--- src/rtl/regfile_dump_reader.sv ---
// Register-file dump reader.
// Sweeps a wrap-around range of register-file entries through one read port,
// streams {address, data} beats over valid/ready, accumulates a checksum of
// accepted data and snoops the write port to flag values overwritten after
// they were captured.
//
// state  | meaning
// -------+---------------------------------------------------------------
// IDLE   | waiting for start; checksum/stale from last sweep readable
// LOAD   | read port driven with ptr; rd captured into the beat at the edge
// SEND   | beat presented, held stable until out_ready
// DONE   | one-cycle done pulse, read port released
module regfile_dump_reader #(
    parameter int ADDR_W   = 5,
    parameter int DATA_W   = 32,
    parameter int NUM_REGS = 32
) (
    input  logic              clk,
    input  logic              rst,
    input  logic              start,
    input  logic [ADDR_W-1:0] first_addr,
    input  logic [ADDR_W-1:0] last_addr,
    output logic [ADDR_W-1:0] ra,
    input  logic [DATA_W-1:0] rd,
    input  logic              wr_en,
    input  logic [ADDR_W-1:0] wr_addr,
    output logic              out_valid,
    input  logic              out_ready,
    output logic [ADDR_W-1:0] out_addr,
    output logic [DATA_W-1:0] out_data,
    output logic              out_last,
    output logic              busy,
    output logic              done,
    output logic [DATA_W-1:0] checksum,
    output logic              stale
);

    localparam logic [1:0] S_IDLE = 2'd0;
    localparam logic [1:0] S_LOAD = 2'd1;
    localparam logic [1:0] S_SEND = 2'd2;
    localparam logic [1:0] S_DONE = 2'd3;

    logic [1:0]          r_state;
    logic [ADDR_W-1:0]   r_ptr;
    logic [ADDR_W-1:0]   r_last_addr;
    logic [NUM_REGS-1:0] r_mask;
    logic                r_out_valid;
    logic [ADDR_W-1:0]   r_out_addr;
    logic [DATA_W-1:0]   r_out_data;
    logic                r_out_last;
    logic [DATA_W-1:0]   r_checksum;
    logic                r_stale;

    logic                w_busy;
    logic [ADDR_W-1:0]   w_ptr_next;
    logic                w_stale_hit;

    // Read-port control, status decode, wrap-around pointer and write snoop.
    // A write landing on the entry being captured in LOAD counts as stale:
    // the capture takes the pre-write value.
    always_comb begin
        w_busy      = (r_state == S_LOAD) || (r_state == S_SEND);
        w_ptr_next  = (r_ptr == ADDR_W'(NUM_REGS - 1)) ? '0 : r_ptr + 1'b1;
        w_stale_hit = w_busy && wr_en &&
                      (r_mask[wr_addr] || ((r_state == S_LOAD) && (wr_addr == r_ptr)));
    end

    assign ra        = (r_state == S_LOAD) ? r_ptr : '0;
    assign busy      = w_busy;
    assign done      = (r_state == S_DONE);
    assign out_valid = r_out_valid;
    assign out_addr  = r_out_addr;
    assign out_data  = r_out_data;
    assign out_last  = r_out_last;
    assign checksum  = r_checksum;
    assign stale     = r_stale;

    // Sweep sequencer, beat capture/handshake, checksum and stale tracking.
    always_ff @(posedge clk) begin
        if (rst) begin
            r_state     <= S_IDLE;
            r_ptr       <= '0;
            r_last_addr <= '0;
            r_mask      <= '0;
            r_out_valid <= 1'b0;
            r_out_addr  <= '0;
            r_out_data  <= '0;
            r_out_last  <= 1'b0;
            r_checksum  <= '0;
            r_stale     <= 1'b0;
        end else begin
            if (w_stale_hit) begin
                r_stale <= 1'b1;
            end
            case (r_state)
                S_IDLE: begin
                    if (start) begin
                        r_ptr       <= first_addr;
                        r_last_addr <= last_addr;
                        r_checksum  <= '0;
                        r_stale     <= 1'b0;
                        r_mask      <= '0;
                        r_state     <= S_LOAD;
                    end
                end
                S_LOAD: begin
                    r_out_data     <= rd;
                    r_out_addr     <= r_ptr;
                    r_out_valid    <= 1'b1;
                    r_out_last     <= (r_ptr == r_last_addr);
                    r_mask[r_ptr]  <= 1'b1;
                    r_state        <= S_SEND;
                end
                S_SEND: begin
                    if (out_ready) begin
                        r_checksum  <= r_checksum + r_out_data;
                        r_out_valid <= 1'b0;
                        r_out_last  <= 1'b0;
                        if (r_out_last) begin
                            r_state <= S_DONE;
                        end else begin
                            r_ptr   <= w_ptr_next;
                            r_state <= S_LOAD;
                        end
                    end
                end
                S_DONE: begin
                    r_state <= S_IDLE;
                end
                default: begin
                    r_state <= S_IDLE;
                end
            endcase
        end
    end

endmodule

--- config.mk ---
export PLATFORM = sky130hd
export DESIGN_NAME = regfile_dump_reader
export DESIGN_NICKNAME = d
export VERILOG_FILES = /design/src/rtl/regfile_dump_reader.sv
export SDC_FILE = /design/constraint.sdc
export NUM_CORES = 1
export LEC_CHECK = 0
export CAP_MARGIN = 10
export CORE_UTILIZATION = 57
export CTS_BUF_LIST = sky130_fd_sc_hd__clkbuf_2
export DETAILED_ROUTE_END_ITERATION = 7
export PLACE_DENSITY = 0.95
export SLEW_MARGIN = 20
export SYNTH_ARGS = -nofsm -noshare
export SYNTH_HDL_FRONTEND = slang
export SYNTH_SLANG_ARGS = --single-unit
--- constraint.sdc ---
create_clock -name clk -period 4.3 [get_ports clk]
set_input_delay 0.86 -clock clk [delete_from_list [all_inputs] [get_ports clk]]
set_output_delay 0.86 -clock clk [all_outputs]
set_load 0.02 [all_outputs]
======== Yosys cells after proc, flatten, opt, wreduce, memory -nomap -nowiden ========
Cells that the tools add are included.
word-level totals
  register bits after elaboration ......... 116
  input port bits ......................... 52
  logic and storage cells ................. 65
cells by class
  add/subtract/negate cells ............... 2
  order comparisons ....................... 3
  equal/unequal tests ..................... 9
  muxes and demuxes ....................... 24
  bitwise operators ....................... 1
  reduce and logical (&&, ||, !) cells .... 16
operators by type and width
  kind                                                                number
  case mux 32 bit (2 select lines)                                    2
  two-way mux 32 bit                                                  2
  adder 32 bit                                                        1
  bitwise OR 32 bit                                                   1
  two-way mux 5 bit                                                   5
  < comparator 5 x 6 -> 1 bit (second input constant)                 2
  == test 5 bit                                                       2
  case mux 5 bit (2 select lines)                                     1
  case mux 2 bit (4 select lines)                                     1
  AND reduction 2 bit                                                 4
  two-way mux 1 bit                                                   6
  two-way mux 2 bit                                                   3
  != test 2 bit (second input constant)                               3
  nonzero test 2 bit                                                  3
  adder 5 x 1 -> 5 bit (second input constant)                        1
  binary-select mux 1 bit (select 5 bit)                              1
  demux 1 bit (select 5 bit)                                          1
  == test 5 bit (second input constant)                               1
  greater-or-equal comparator 5 x 1 -> 1 bit (second input constant)  1
  == test 2 bit (second input constant)                               2
  logical AND 1 bit                                                   4
  case mux 1 bit (2 select lines)                                     2
  AND reduction 4 bit                                                 1
  AND reduction 3 bit                                                 1
  3 further kinds                                                     4

======== Longest topological paths before layout ========
Gate-level depths: netlist (run 1).
  depth after elaboration ................. 7
  depth in mapped cells ................... 12
  depth with buffers taken out ............ 12

======== Least setup slack after synthesis (run 1) ========
OpenSTA, ideal clock, no wires.
  kind .................................... reg-to-reg
  start ................................... register r_checksum[0] (netlist: checksum[0])
  end ..................................... register r_checksum[30] (netlist: checksum[30])
  library setup time ...................... 0.134 ns
  arrival ................................. 2.716 ns
  data required time ...................... 4.166 ns
  slack ................................... 1.451 ns
  cell stages (with the launch flop) ...... 13
  path buffers ............................ 0
  cell sequence ........................... dfxtp_1 -> ha_1 -> inv_1 -> fa_1 -> nor2b_1 -> o2111ai_1 -> a21oi_1 -> o31ai_1 -> a21oi_2 -> a31oi_2 -> o41ai_1 -> mux2i_1 -> o211ai_1
between the ends
  word-level cells in the longest chain between the ends .. 3
RTL lines
  element                           line  RTL
  from (decl)                       51    logic [DATA_W-1:0] r_checksum;
  from (signal assigned)            116   r_checksum <= r_checksum + r_out_data;
  adder 32 bit                      116
  two-way mux 32 bit                115   if (out_ready) begin
  case mux 32 bit (2 select lines)  95    case (r_state)
Every way passes these cells. The select of a mux whose other input is x is not followed.
A chain may end at the register's enable or synchronous reset.

======== Worst setup path after layout (run 1) ========
  start ................................... register r_state[1]
  end ..................................... output ra[3]
between the ends
  word-level cells in the longest chain between the ends .. 2
RTL lines
  element                 line  RTL
  from (decl)             43    logic [1:0] r_state;
  from (signal assigned)  81    r_state <= S_IDLE;
  from (signal assigned)  103   r_state <= S_LOAD;
  from (signal assigned)  112   r_state <= S_SEND;
  == test 2 x 1 -> 1 bit  68    assign ra = (r_state == S_LOAD) ? r_ptr : '0;
  two-way mux 5 bit       68
  to (decl)               23    output logic [ADDR_W-1:0] ra,
Every way passes these cells.

==> results of run 1 <==
==> metrics by stage <==
| step | worst slack [ns] | hold slack (ns) | cell area [um^2] |
|---|---|---|---|
| after floorplan | 1.451 | 0.4315 | 6141 |
| after global placement | 0.9239 | 0.4469 | 7500 |
| after detailed placement | 0.8533 | 0.4555 | 7500 |
| after CTS | 0.6466 | 0.4871 | 7802 |
| after global routing | 0.5629 | 0.5122 | 7805 |
| final | 0.6763 | 0.4841 | 7805 |
==> area by class of cell <==
| class | instances | area (um^2) | area share [%] |
|---|---|---|---|
| repair buffers | 135 | 1334 | 17.09 |
| well taps | 136 | 170.2 | 2.180 |
| multi-input cells | 528 | 3627 | 46.47 |
| clock inverters | 13 | 212.7 | 2.725 |
| flip-flops and latches | 116 | 2322 | 29.75 |
| clock buffers | 18 | 90.09 | 1.154 |
| inverters | 13 | 48.80 | 0.6252 |
==> routing by layer <==
layer	part of all wire, %	up-vias
li1	-	2710
met1	41	2762
met2	48	321
met3	7.8	65
met4	3.3	0
met5	0	-
==> where the power goes <==
group	internal, mW	total [mW]	switching [mW]
logic	0.558	1.34	0.781
clock network	0.488	0.900	0.412
registers	1.20	1.38	0.179
==> logic make-up (layout without fill, tap and decap cells) <==
logic type               after synthesis  in the layout  share of synthesized area, %
buffers and inverters                 53            179                         3.260
AO/OA/AOI/OAI                        182            182                         18.87
adder cells (fa/ha/maj)               41             41                         8.476
XOR/XNOR                              36             36                         5.134
flip-flops                           116            116                         37.82
multiplexers                          49             49                         10.02
AND/OR/NAND/NOR                      220            220                         16.42
==> flip-flops by register name, indices dropped and copies added (netlist names) <==
register and flops:
r_state 2, out_data 32, checksum 32, r_mask 32
r_ptr 5, r_last_addr 5, stale 1, out_addr 5
out_valid 1, out_last 1
==> path summary, 6_finish.rpt <==
check | start | endpoint | slack [ns] | depth (start not counted)
min reg2reg | r_mask[18] | r_mask[18] | 0.48 | 2
min | r_mask[18] | r_mask[18] | 0.48 | 2
max reg2reg | out_data[0] | checksum[30] | 1.02 | 12
max | r_state[1] | ra[3] | 0.68 | 5
==> cells in the final DEF (no fill, tap or decap), types with 18 or more instances in the layout <==
cell / Yosys / layout
nand3_1: 19 / 19
nor2_1: 110 / 110
clkbuf_2: 0 / 18
dfxtp_1: 116 / 116
xor2_1: 22 / 22
clkdlybuf4s50_1: 0 / 129
a21oi_1: 81 / 81
nand2_1: 34 / 34
ha_1: 40 / 39
mux2i_1: 39 / 39
==> worst min-delay path: stages, from the launching register on <==
cell	delay, ns
dfxtp_1	0.35
a21oi_1	0.04
nor2_1	0.07
==> synth_stat cells, types with 2 or more instances <==
| cell | count |
|---|---|
| inv_1 | 13 |
| nor2b_1 | 9 |
| a21o_1 | 15 |
| o221ai_1 | 2 |
| ha_1 | 40 |
| and2_1 | 5 |
| o2111ai_1 | 2 |
| a211oi_1 | 5 |
| nor3b_1 | 6 |
| o31ai_1 | 4 |
| o21ai_1 | 10 |
| nand2_1 | 34 |
| nand3b_1 | 2 |
| mux2i_1 | 39 |
| nor3_1 | 7 |
| clkbuf_1 | 38 |
| and3_1 | 7 |
| and3b_1 | 2 |
| o21ai_0 | 14 |
| a31oi_1 | 5 |
| a21oi_1 | 81 |
| o21ai_2 | 2 |
| xor2_1 | 22 |
| a22o_1 | 2 |
| xnor2_1 | 14 |
| dfxtp_1 | 116 |
| nand2b_1 | 8 |
| mux4_2 | 10 |
| o21a_1 | 7 |
| nand4_1 | 4 |
| o211ai_1 | 6 |
| a22oi_1 | 12 |
| a21oi_2 | 2 |
| nor2_1 | 110 |
| nand3_1 | 19 |
==> results_tabular.tex, run 1 <==
\begin{tabular}{lr}
\hline
Metric & Value \\
\hline
\multicolumn{2}{l}{\textbf{Synth}} \\
Number of flops mapped to enable cells by yosys & 0 \\
Number of warnings issued by yosys & 0 \\
Most used flip-flop cell after synthesis & dfxtp\_1 \\
Synth area leaders & dfxtp\_1 38\%, ha\_1 8.1\%, nor2\_1 6.7\%, a21oi\_1 6.6\%, mux2i\_1 6.4\% \\
Fraction of synthesized cell area taken by the top area cell type & 37.82\% \\
Post-synth ARST share & 0\% \\
Average instance area after synthesis & 8.810 um\^{}2 \\
Instance count of the mapped netlist & 697 \\
Mapped cell area & 6141 um\^{}2 \\
Unique masters post-synth & 58 \\
Area leader, netlist & dfxtp\_1 \\
Synth Register Bits & 116 \\
Syn\_nets & 790 \\
Sequential area share after synthesis & between 30\% and 40\% \\
\multicolumn{2}{l}{\textbf{Critical path}} \\
Slowest-stage cell, CP & clkdlybuf4s50\_1 \\
Peak per-stage delay on the critical path & approximately 0.62 ns \\
Critical path, cell by cell & inv\_1 -> ha\_2 -> buf\_4 -> and2\_1 -> clkdlybuf4s50\_1 \\
Category of the critical setup timing path & register to primary output \\
Bufs and invs on worst path & 3 \\
Data required, critical path & 3.44 ns \\
CP delay by family, top & buffers and inverters \\
Worst setup SP type & register \\
Data arrival time of the critical path & 2.76 ns \\
Largest fanout on the critical path & 36 \\
Critical Path Sink Type & primary output \\
\multicolumn{2}{l}{\textbf{Clock network}} \\
Clock insertion delay at the later pin of the skew report & slightly below 0.7 ns \\
Number of H-tree levels & 4 \\
Total clock sinks & about 120 \\
Max Root-Sink Buffers & 2 \\
Clock root buffer & clkbuf\_2 \\
Buffer count from post-CTS setup fixing & 0 \\
CTS buffer count & 17 \\
TritonCTS clock tree & yes \\
Count of hold-fix buffers inserted at cts & 0 \\
Clock transition at path regs & 0.17 ns \\
CTS resizes & 0 \\
\multicolumn{2}{l}{\textbf{Die}} \\
Cell row count & 37 \\
Initial cell density of the core & 59.22\% \\
Vert. Die Dim & 105.8 um \\
Die Span X & approximately 110 um \\
Count of boundary I/O pins & 131 \\
Die footprint & $\sim$11,000 um\^{}2 \\
Standard cell core area & 10,370 um\^{}2 \\
\multicolumn{2}{l}{\textbf{Cells and area}} \\
Proportion of layout cells with a drive suffix above 1 & 6.804\% \\
Filler Cells Inserted & 696 \\
Antenna diode count & 0 \\
Finished Core Util & 75.27\% \\
Area added between synthesis and finish & 27.10\% \\
Final cell count without fillers & roughly 960 \\
Final \#Nets & 904 \\
\multicolumn{2}{l}{\textbf{Timing}} \\
Slew at the pin with the worst max-slew slack & about 0.94 ns \\
Worst slew margin relative to its limit & 37.10\% \\
Crit share post-route & about 84\% \\
Setup repair after global routing missed its margin & no \\
Fmax & 0.2760 GHz \\
Clock Skew & 0.02625 ns \\
Accumulated negative setup slack & 0 ns \\
Number of hold violations in the final report & 0 \\
Min cycle time layout & 3.624 ns \\
Count of final max-slew check failures & 0 \\
Final count of negative-setup-slack endpoints & 0 \\
\multicolumn{2}{l}{\textbf{Placement}} \\
Buffers on Ports & 130 \\
Placer's final routability congestion estimate & 0.8607 \\
DP HPWL & 11,750 um \\
Placed Cells & around 930 \\
\multicolumn{2}{l}{\textbf{Worst hold path}} \\
HP Class & register to register \\
\multicolumn{2}{l}{\textbf{Job}} \\
Number of maximum-capacitance violations & 0 \\
\multicolumn{2}{l}{\textbf{Drt}} \\
Via-to-Cell Ratio & between 6 and 7 \\
Total via count after detailed routing & 5,858 \\
Drt wl/cell & 17.48 um \\
Routed wire length & 16,760 um \\
Number of DRC markers after the initial detailed-route iteration & 508 \\
Iteration count of the initial detailed-routing pass & 8 \\
Residual antenna-violating net count after detailed routing & 0 \\
DRC viols & 0 \\
\multicolumn{2}{l}{\textbf{Global route}} \\
Global Route met2 Usage & 50.65\% \\
GR met1 Demand/Resource & 37.94\% \\
Gr busiest metal & met2 \\
GR Util met3 & 7.236\% \\
Initial antenna violation count & 0 \\
GRT Total Usage & a little under a third \\
Via count of the first global-routing pass & between 5,000 and 6,000 \\
Overflow left after global routing & 0 \\
Pin count of the biggest net entering global routing & 49 \\
Global-route wire length before repair & around 28,000 um \\
\multicolumn{2}{l}{\textbf{Outcome}} \\
Status & complete, no violations \\
\multicolumn{2}{l}{\textbf{Pwr}} \\
Power per Cell Area & approximately 460 nW/um\^{}2 \\
Leakage component of the power & 3.169 nW \\
Tot Pwr & 3.623 mW \\
Maximum vdd drop & 234.9 uV \\
\hline
\end{tabular}
Power figures use the tool's default switching activity.
==> run 2, diff against run 1 <==
Settings changed: CORE_UTILIZATION 57 to 53, PLACE_DENSITY 0.95 to 0.93.
Clock period 4.3 ns to 3.45 ns, I/O delays scaled along.
==> run 2 against run 1 <==
  * Non-clock buffer count rose by 7
  * Power rose by 19%
  * Utilization fell by 4.8 points
  * Sequential power up 22%
  * First-iteration DRC count shrank 23%
==> results_tabular.tex, run 2 (synthesized netlist as in run 1, its figures left out) <==
\begin{tabular}{lr}
\hline
Metric & Value \\
\hline
\multicolumn{2}{l}{\textbf{Critical path}} \\
Critical Path Sink Type & register (was primary output) \\
Data arrival time of the critical path & 3.71 ns (was 2.76 ns) \\
Slowest-stage cell, CP & o41ai\_1 (was clkdlybuf4s50\_1) \\
Critical path, cell by cell & ha\_1 -> inv\_1 -> fa\_1 -> nor2b\_1 -> o2111ai\_1 -> a21oi\_1 -> o31ai\_1 -> a21oi\_2 -> a31oi\_2 -> o41ai\_1 -> mux2i\_1 -> o211ai\_1 (was inv\_1 -> ha\_2 -> buf\_4 -> and2\_1 -> clkdlybuf4s50\_1) \\
Data required, critical path & 4.02 ns (was 3.44 ns) \\
Peak per-stage delay on the critical path & 0.41 ns (was 0.62 ns) \\
Largest fanout on the critical path & 5 (was 36) \\
Category of the critical setup timing path & register to register (was register to primary output) \\
Worst setup SP type & register (unchanged) \\
\multicolumn{2}{l}{\textbf{Placement}} \\
DP HPWL & 11,550 um (was 11,750 um) \\
Worst setup slack after placement & 0.4427 ns (was 0.8533 ns) \\
Placer's final routability congestion estimate & 0.9064 (was 0.8607) \\
Area post-placement & 7560 um\^{}2 (was 7500 um\^{}2) \\
Buffers on Ports & 130 (unchanged) \\
\multicolumn{2}{l}{\textbf{Clock network}} \\
Clock insertion delay at the later pin of the skew report & 0.67 ns (was 0.68 ns) \\
Number of H-tree levels & 4 (unchanged) \\
Total clock sinks & 116 (unchanged) \\
TritonCTS clock tree & yes (unchanged) \\
Clock root buffer & clkbuf\_2 (unchanged) \\
CTS resizes & 0 (unchanged) \\
Count of hold-fix buffers inserted at cts & 0 (unchanged) \\
Clock transition at path regs & 0.19 ns (was 0.17 ns) \\
CTS buffer count & 17 (unchanged) \\
Max Root-Sink Buffers & 2 (unchanged) \\
Buffer count from post-CTS setup fixing & 0 (unchanged) \\
\multicolumn{2}{l}{\textbf{Die}} \\
Die Span X & 109.6 um (was 105.8 um) \\
Die footprint & 12,020 um\^{}2 (was 11,190 um\^{}2) \\
Standard cell core area & 11,080 um\^{}2 (was 10,370 um\^{}2) \\
Count of boundary I/O pins & 131 (unchanged) \\
Vert. Die Dim & 109.6 um (was 105.8 um) \\
Cell row count & 38 (was 37) \\
Initial cell density of the core & 55.43\% (was 59.22\%) \\
\multicolumn{2}{l}{\textbf{Outcome}} \\
Status & complete, no violations (unchanged) \\
\multicolumn{2}{l}{\textbf{Global route}} \\
Global-route wire length before repair & 25,690 um (was 27,860 um) \\
Overflow left after global routing & 0 (unchanged) \\
Pin count of the biggest net entering global routing & 44 (was 49) \\
GRT Total Usage & 27.57\% (was 31.15\%) \\
GR Util met3 & 5.572\% (was 7.236\%) \\
Initial antenna violation count & 0 (unchanged) \\
GR met1 Demand/Resource & 34.71\% (was 37.94\%) \\
Global Route met2 Usage & 46.00\% (was 50.65\%) \\
Gr busiest metal & met2 (unchanged) \\
Via count of the first global-routing pass & 5,405 (was 5,870) \\
\multicolumn{2}{l}{\textbf{Pwr}} \\
Leakage component of the power & 3.166 nW (was 3.169 nW) \\
Tot Pwr & 4.296 mW (was 3.623 mW) \\
Power per Cell Area & 550.7 nW/um\^{}2 (was 464.2 nW/um\^{}2) \\
Maximum vdd drop & 387.5 uV (was 234.9 uV) \\
\multicolumn{2}{l}{\textbf{Drt}} \\
Iteration count of the initial detailed-routing pass & 5 (was 8) \\
Residual antenna-violating net count after detailed routing & 0 (unchanged) \\
DRC viols & 0 (unchanged) \\
Via-to-Cell Ratio & 5.925 (was 6.108) \\
Total via count after detailed routing & 5,753 (was 5,858) \\
Number of DRC markers after the initial detailed-route iteration & 391 (was 508) \\
Drt wl/cell & 16.42 um (was 17.48 um) \\
Routed wire length & 15,950 um (was 16,760 um) \\
\multicolumn{2}{l}{\textbf{Cells and area}} \\
Proportion of layout cells with a drive suffix above 1 & 7.942\% (was 6.804\%) \\
Area added between synthesis and finish & 27.04\% (was 27.10\%) \\
Filler Cells Inserted & 851 (was 696) \\
Design area & 7801 um\^{}2 (was 7805 um\^{}2) \\
Finished Core Util & 70.42\% (was 75.27\%) \\
Most common cell after layout, fill and taps aside & clkdlybuf4s50\_1 (unchanged) \\
Antenna diode count & 0 (unchanged) \\
Leading cell types in the layout, fill and taps excluded & 129 x clkdlybuf4s50\_1, 116 x dfxtp\_1, 110 x nor2\_1, 81 x a21oi\_1 (unchanged) \\
Final \#Nets & 911 (was 904) \\
\multicolumn{2}{l}{\textbf{Timing}} \\
Number of hold violations in the final report & 0 (unchanged) \\
Accumulated negative setup slack & 0 ns (unchanged) \\
Setup repair after global routing missed its margin & no (unchanged) \\
Crit share post-route & 90.95\% \\
Worst slew margin relative to its limit & 51.67\% (was 37.10\%) \\
Fmax & 0.3187 GHz \\
Count of final max-slew check failures & 0 (unchanged) \\
Final count of negative-setup-slack endpoints & 0 (unchanged) \\
Min cycle time layout & roughly 3.1 ns \\
Smallest setup slack after layout & 0.3121 ns (was 0.6763 ns) \\
Slew at the pin with the worst max-slew slack & 0.7235 ns (was 0.9435 ns) \\
Clock Skew & 0.02577 ns (was 0.02625 ns) \\
\multicolumn{2}{l}{\textbf{Job}} \\
Number of maximum-capacitance violations & 0 (unchanged) \\
\multicolumn{2}{l}{\textbf{Worst hold path}} \\
HP Class & register to register (unchanged) \\
\hline
\end{tabular}
==> run 2: final cells by class <==
| class | instances | area [um^2] | share of cell area [%] |
|---|---|---|---|
| tap | 140 | 175.2 | 2.245 |
| clock inverter | 15 | 156.4 | 2.005 |
| clock buffer | 17 | 85.08 | 1.091 |
| timing repair buffer | 142 | 1386 | 17.77 |
| sequential | 116 | 2322 | 29.77 |
| multi-input combinational | 528 | 3627 | 46.50 |
| inverter | 13 | 48.80 | 0.6255 |
==> run 2: final timing paths <==
| kind | start | endpoint | slack [ns] | cells after the start |
|---|---|---|---|---|
| hold / removal | checksum[23] | checksum[23] | 0.48 | 2 |
| setup / recovery | checksum[0] | checksum[30] | 0.31 | 12 |
| hold reg to reg | checksum[23] | checksum[23] | 0.48 | 2 |
| setup reg to reg | checksum[0] | checksum[30] | 0.31 | 12 |
==> run 2: per-layer routing <==
metal / share of wire [%] / vias up / wire [um]
met5: 0 / - / 0
met4: 3.0 / 0 / 474
met3: 6.9 / 36 / 1094
met2: 48 / 272 / 7629
met1: 42 / 2695 / 6747
li1: - / 2750 / -
==> run 2: through the flow <==
step	instances	hold WS (ns)
4_1_cts	971	0.4485
3_5_place_dp	939	0.4547
5_1_grt	971	0.4794
2_1_floorplan	697	0.4315
3_3_place_gp	939	0.4421
6_report	971	0.4813
==> run 2: power breakdown <==
group	switching, mW	internal [mW]
Clock	0.559	0.336
Combinational	1.00	0.722
Sequential	0.177	1.50
Total	1.74	2.56
==> run 2: worst max-delay path: cells and delay by family, from the launching register on <==
family / cells / cell delay [ns]
adder cells (fa/ha/maj): 2 / 0.63
multiplexers: 1 / 0.23
buffers and inverters: 1 / 0.07
flip-flops: 1 / 0.40
AO/OA/AOI/OAI: 7 / 1.51
AND/OR/NAND/NOR: 1 / 0.20
==> run 3, diff against run 2 <==
Settings changed: PLACE_DENSITY 0.93 to 0.9.
==> run 3 against run 2 <==
  * Sequential cell count did not move
  * Non-clock buffer count did not move
  * Register-to-register slack improved by 0.07 ns
  * Via count rose by 1.7%
  * Worst setup slack got worse by 0.17 ns
  * Largest cell class unchanged
  * Largest power group unchanged
==> results_tabular.tex, run 3 (synthesized netlist as in run 1, its figures left out) <==
\begin{tabular}{lr}
\hline
Metric & Value \\
\hline
\multicolumn{2}{l}{\textbf{Outcome}} \\
Status & complete, no violations (unchanged) \\
\multicolumn{2}{l}{\textbf{Clock network}} \\
TritonCTS clock tree & yes (unchanged) \\
Max Root-Sink Buffers & 2 (unchanged) \\
CTS buffer count & 17 (unchanged) \\
Clock root buffer & clkbuf\_2 (unchanged) \\
Number of H-tree levels & 4 (unchanged) \\
Total clock sinks & 116 (unchanged) \\
Clock transition at path regs & 0.20 ns (was 0.19 ns) \\
Clock insertion delay at the later pin of the skew report & 0.70 ns (was 0.67 ns) \\
\multicolumn{2}{l}{\textbf{Pwr}} \\
Power per Cell Area & 575.8 nW/um\^{}2 (was 550.7 nW/um\^{}2) \\
Tot Pwr & 4.527 mW (was 4.296 mW) \\
Switching power summed over all nets & 1.811 mW (was 1.737 mW) \\
Internal power & 2.716 mW (was 2.559 mW) \\
Leakage component of the power & 3.192 nW (was 3.166 nW) \\
Maximum vdd drop & 332.1 uV (was 387.5 uV) \\
Part of the power in combinational logic & 38.4\% (was 40.1\%) \\
Power share of the sequential group & 38.3\% (was 39.1\%) \\
Part of the power in the clock network & 23.3\% (was 20.8\%) \\
Switch share & 40.00\% (was 40.43\%) \\
\multicolumn{2}{l}{\textbf{Die}} \\
Die Span X & 109.6 um (unchanged) \\
Initial cell density of the core & 55.43\% (unchanged) \\
Vert. Die Dim & 109.6 um (unchanged) \\
Cell row count & 38 (unchanged) \\
Die footprint & 12,020 um\^{}2 (unchanged) \\
Standard cell core area & 11,080 um\^{}2 (unchanged) \\
Count of boundary I/O pins & 131 (unchanged) \\
\multicolumn{2}{l}{\textbf{Timing}} \\
Crit share post-route & 95.89\% (was 90.95\%) \\
Number of hold violations in the final report & 0 (unchanged) \\
Setup repair after global routing missed its margin & no (unchanged) \\
Count of final max-slew check failures & 0 (unchanged) \\
Accumulated negative setup slack & 0 ns (unchanged) \\
Slew at the pin with the worst max-slew slack & 0.7880 ns (was 0.7235 ns) \\
Worst slew margin relative to its limit & 47.36\% (was 51.67\%) \\
Min cycle time layout & 3.308 ns (was 3.138 ns) \\
Final count of negative-setup-slack endpoints & 0 (unchanged) \\
Clock Skew & 0.03648 ns (was 0.02577 ns) \\
Fmax & 0.3023 GHz (was 0.3187 GHz) \\
Hold Worst Slack & 0.4630 ns (was 0.4813 ns) \\
\multicolumn{2}{l}{\textbf{Global route}} \\
Pin count of the biggest net entering global routing & 45 (was 44) \\
Initial antenna violation count & 0 (unchanged) \\
Via count of the first global-routing pass & 5,602 (was 5,405) \\
GRT Total Usage & 29.13\% (was 27.57\%) \\
Global-route wire length before repair & 27,100 um (was 25,690 um) \\
Overflow left after global routing & 0 (unchanged) \\
\multicolumn{2}{l}{\textbf{Placement}} \\
Buffers on Ports & 130 (unchanged) \\
Placer's final routability congestion estimate & 0.9198 (was 0.9064) \\
DP HPWL & 12,280 um (was 11,550 um) \\
\multicolumn{2}{l}{\textbf{Cells and area}} \\
Proportion of layout cells with a drive suffix above 1 & 8.303\% (was 7.942\%) \\
Filler Cells Inserted & 794 (was 851) \\
Antenna diode count & 0 (unchanged) \\
Leading cell types in the layout, fill and taps excluded & 129 x clkdlybuf4s50\_1, 116 x dfxtp\_1, 110 x nor2\_1, 81 x a21oi\_1 (unchanged) \\
Most common cell after layout, fill and taps aside & clkdlybuf4s50\_1 (unchanged) \\
Final \#Nets & 911 (unchanged) \\
Area added between synthesis and finish & 28.02\% (was 27.04\%) \\
\multicolumn{2}{l}{\textbf{Drt}} \\
Routed wire length & 17,030 um (was 15,950 um) \\
Residual antenna-violating net count after detailed routing & 0 (unchanged) \\
Number of DRC markers after the initial detailed-route iteration & 456 (was 391) \\
Total via count after detailed routing & 5,852 (was 5,753) \\
Drt wl/cell & 17.54 um (was 16.42 um) \\
Iteration count of the initial detailed-routing pass & 5 (unchanged) \\
Via-to-Cell Ratio & 6.027 (was 5.925) \\
DRC viols & 0 (unchanged) \\
\multicolumn{2}{l}{\textbf{Critical path}} \\
Worst setup SP type & register (unchanged) \\
Largest fanout on the critical path & 13 (was 5) \\
Data required, critical path & 2.76 ns (was 4.02 ns) \\
Slowest-stage cell, CP & clkdlybuf4s50\_1 (was o41ai\_1) \\
Data arrival time of the critical path & 2.62 ns (was 3.71 ns) \\
Peak per-stage delay on the critical path & 0.64 ns (was 0.41 ns) \\
Critical path, cell by cell & inv\_1 -> ha\_4 -> clkinvlp\_4 -> nor2\_1 -> clkdlybuf4s50\_1 (was ha\_1 -> inv\_1 -> fa\_1 -> nor2b\_1 -> o2111ai\_1 -> a21oi\_1 -> o31ai\_1 -> a21oi\_2 -> a31oi\_2 -> o41ai\_1 -> mux2i\_1 -> o211ai\_1) \\
Critical Path Sink Type & primary output (was register) \\
Category of the critical setup timing path & register to primary output (was register to register) \\
\multicolumn{2}{l}{\textbf{Worst hold path}} \\
HP Class & input port to register (was register to register) \\
\multicolumn{2}{l}{\textbf{Job}} \\
Number of maximum-capacitance violations & 0 (unchanged) \\
\hline
\end{tabular}
[run 3: cell count changes in the layout (fill, tap and decap cells not counted), sizes merged]
cell / previous run / this run
bufinv: 2 / 4
clkinv: 7 / 6
inv: 16 / 15
[run 3: per-layer routing]
layer  GRT usage [%]  wire length [um]  vias to the layer above
met4           12.86               461                        0
met3           7.172              1338                       55
met2           48.11              8166                      312
li1                -                 -                     2740
met1           35.94              7068                     2745
met5               0                 0                        -
[run 3: area by class of cell]
type | instances | area, um^2 | area share [%]
Clock buffer | 17 | 85.08 | 1.082
Tap cell | 140 | 175.2 | 2.228
Timing Repair Buffer | 142 | 1386 | 17.63
Clock inverter | 15 | 202.7 | 2.578
Sequential cell | 116 | 2322 | 29.54
Multi-Input combinational cell | 528 | 3637 | 46.27
Inverter | 13 | 52.55 | 0.6685
[run 3: critical path: cells and delay by family, from the launching register on]
kind,cells,cell delay [ns]
adder cells (fa/ha/maj),1,0.30
buffers and inverters,3,1.00
flip-flops,1,0.40
AND/OR/NAND/NOR,1,0.22
[run 3: repair_timing]
item / CTS / global route
hold buffers: 0 / 0
hold endpoints to repair: 0 / 0
endpoints found under the setup margin: 2 / 2
pin swaps: 0 / 0
buffers inserted: 0 / 3
resized for setup: 1 / 1
[run 3: path summary, 6_finish.rpt]
check          startpoint            to  slack (ns)  cells past startpoint
min                   rst   checksum[5]        0.46                      2
min reg2reg  checksum[19]  checksum[19]        0.49                      2
max reg2reg   out_data[0]  checksum[30]        0.38                     12
max            r_state[1]         ra[0]        0.14                      5
[run 3: power by group through the flow]
| stage | combinational (mW) | sequential, mW | clock, mW |
|---|---|---|---|
| after global placement | 1.58 | 1.74 | 0 |
| after detailed placement | 1.66 | 1.75 | 0 |
| after global routing | 1.86 | 1.75 | 1.12 |
| after CTS | 1.68 | 1.72 | 1.06 |
| final | 1.74 | 1.73 | 1.06 |
| after floorplan | 1.01 | 1.77 | 0 |
[run 3: per-stage QoR]
step	worst slack, ns	instance area, um^2	cells	utilization, %
after global routing	0.02535	7861	971	70.96
after floorplan	0.6006	6141	697	-
after global placement	0.4775	7535	936	68.01
after CTS	0.1282	7833	968	70.70
after detailed placement	0.4255	7535	936	68.01
final	0.1420	7861	971	70.96
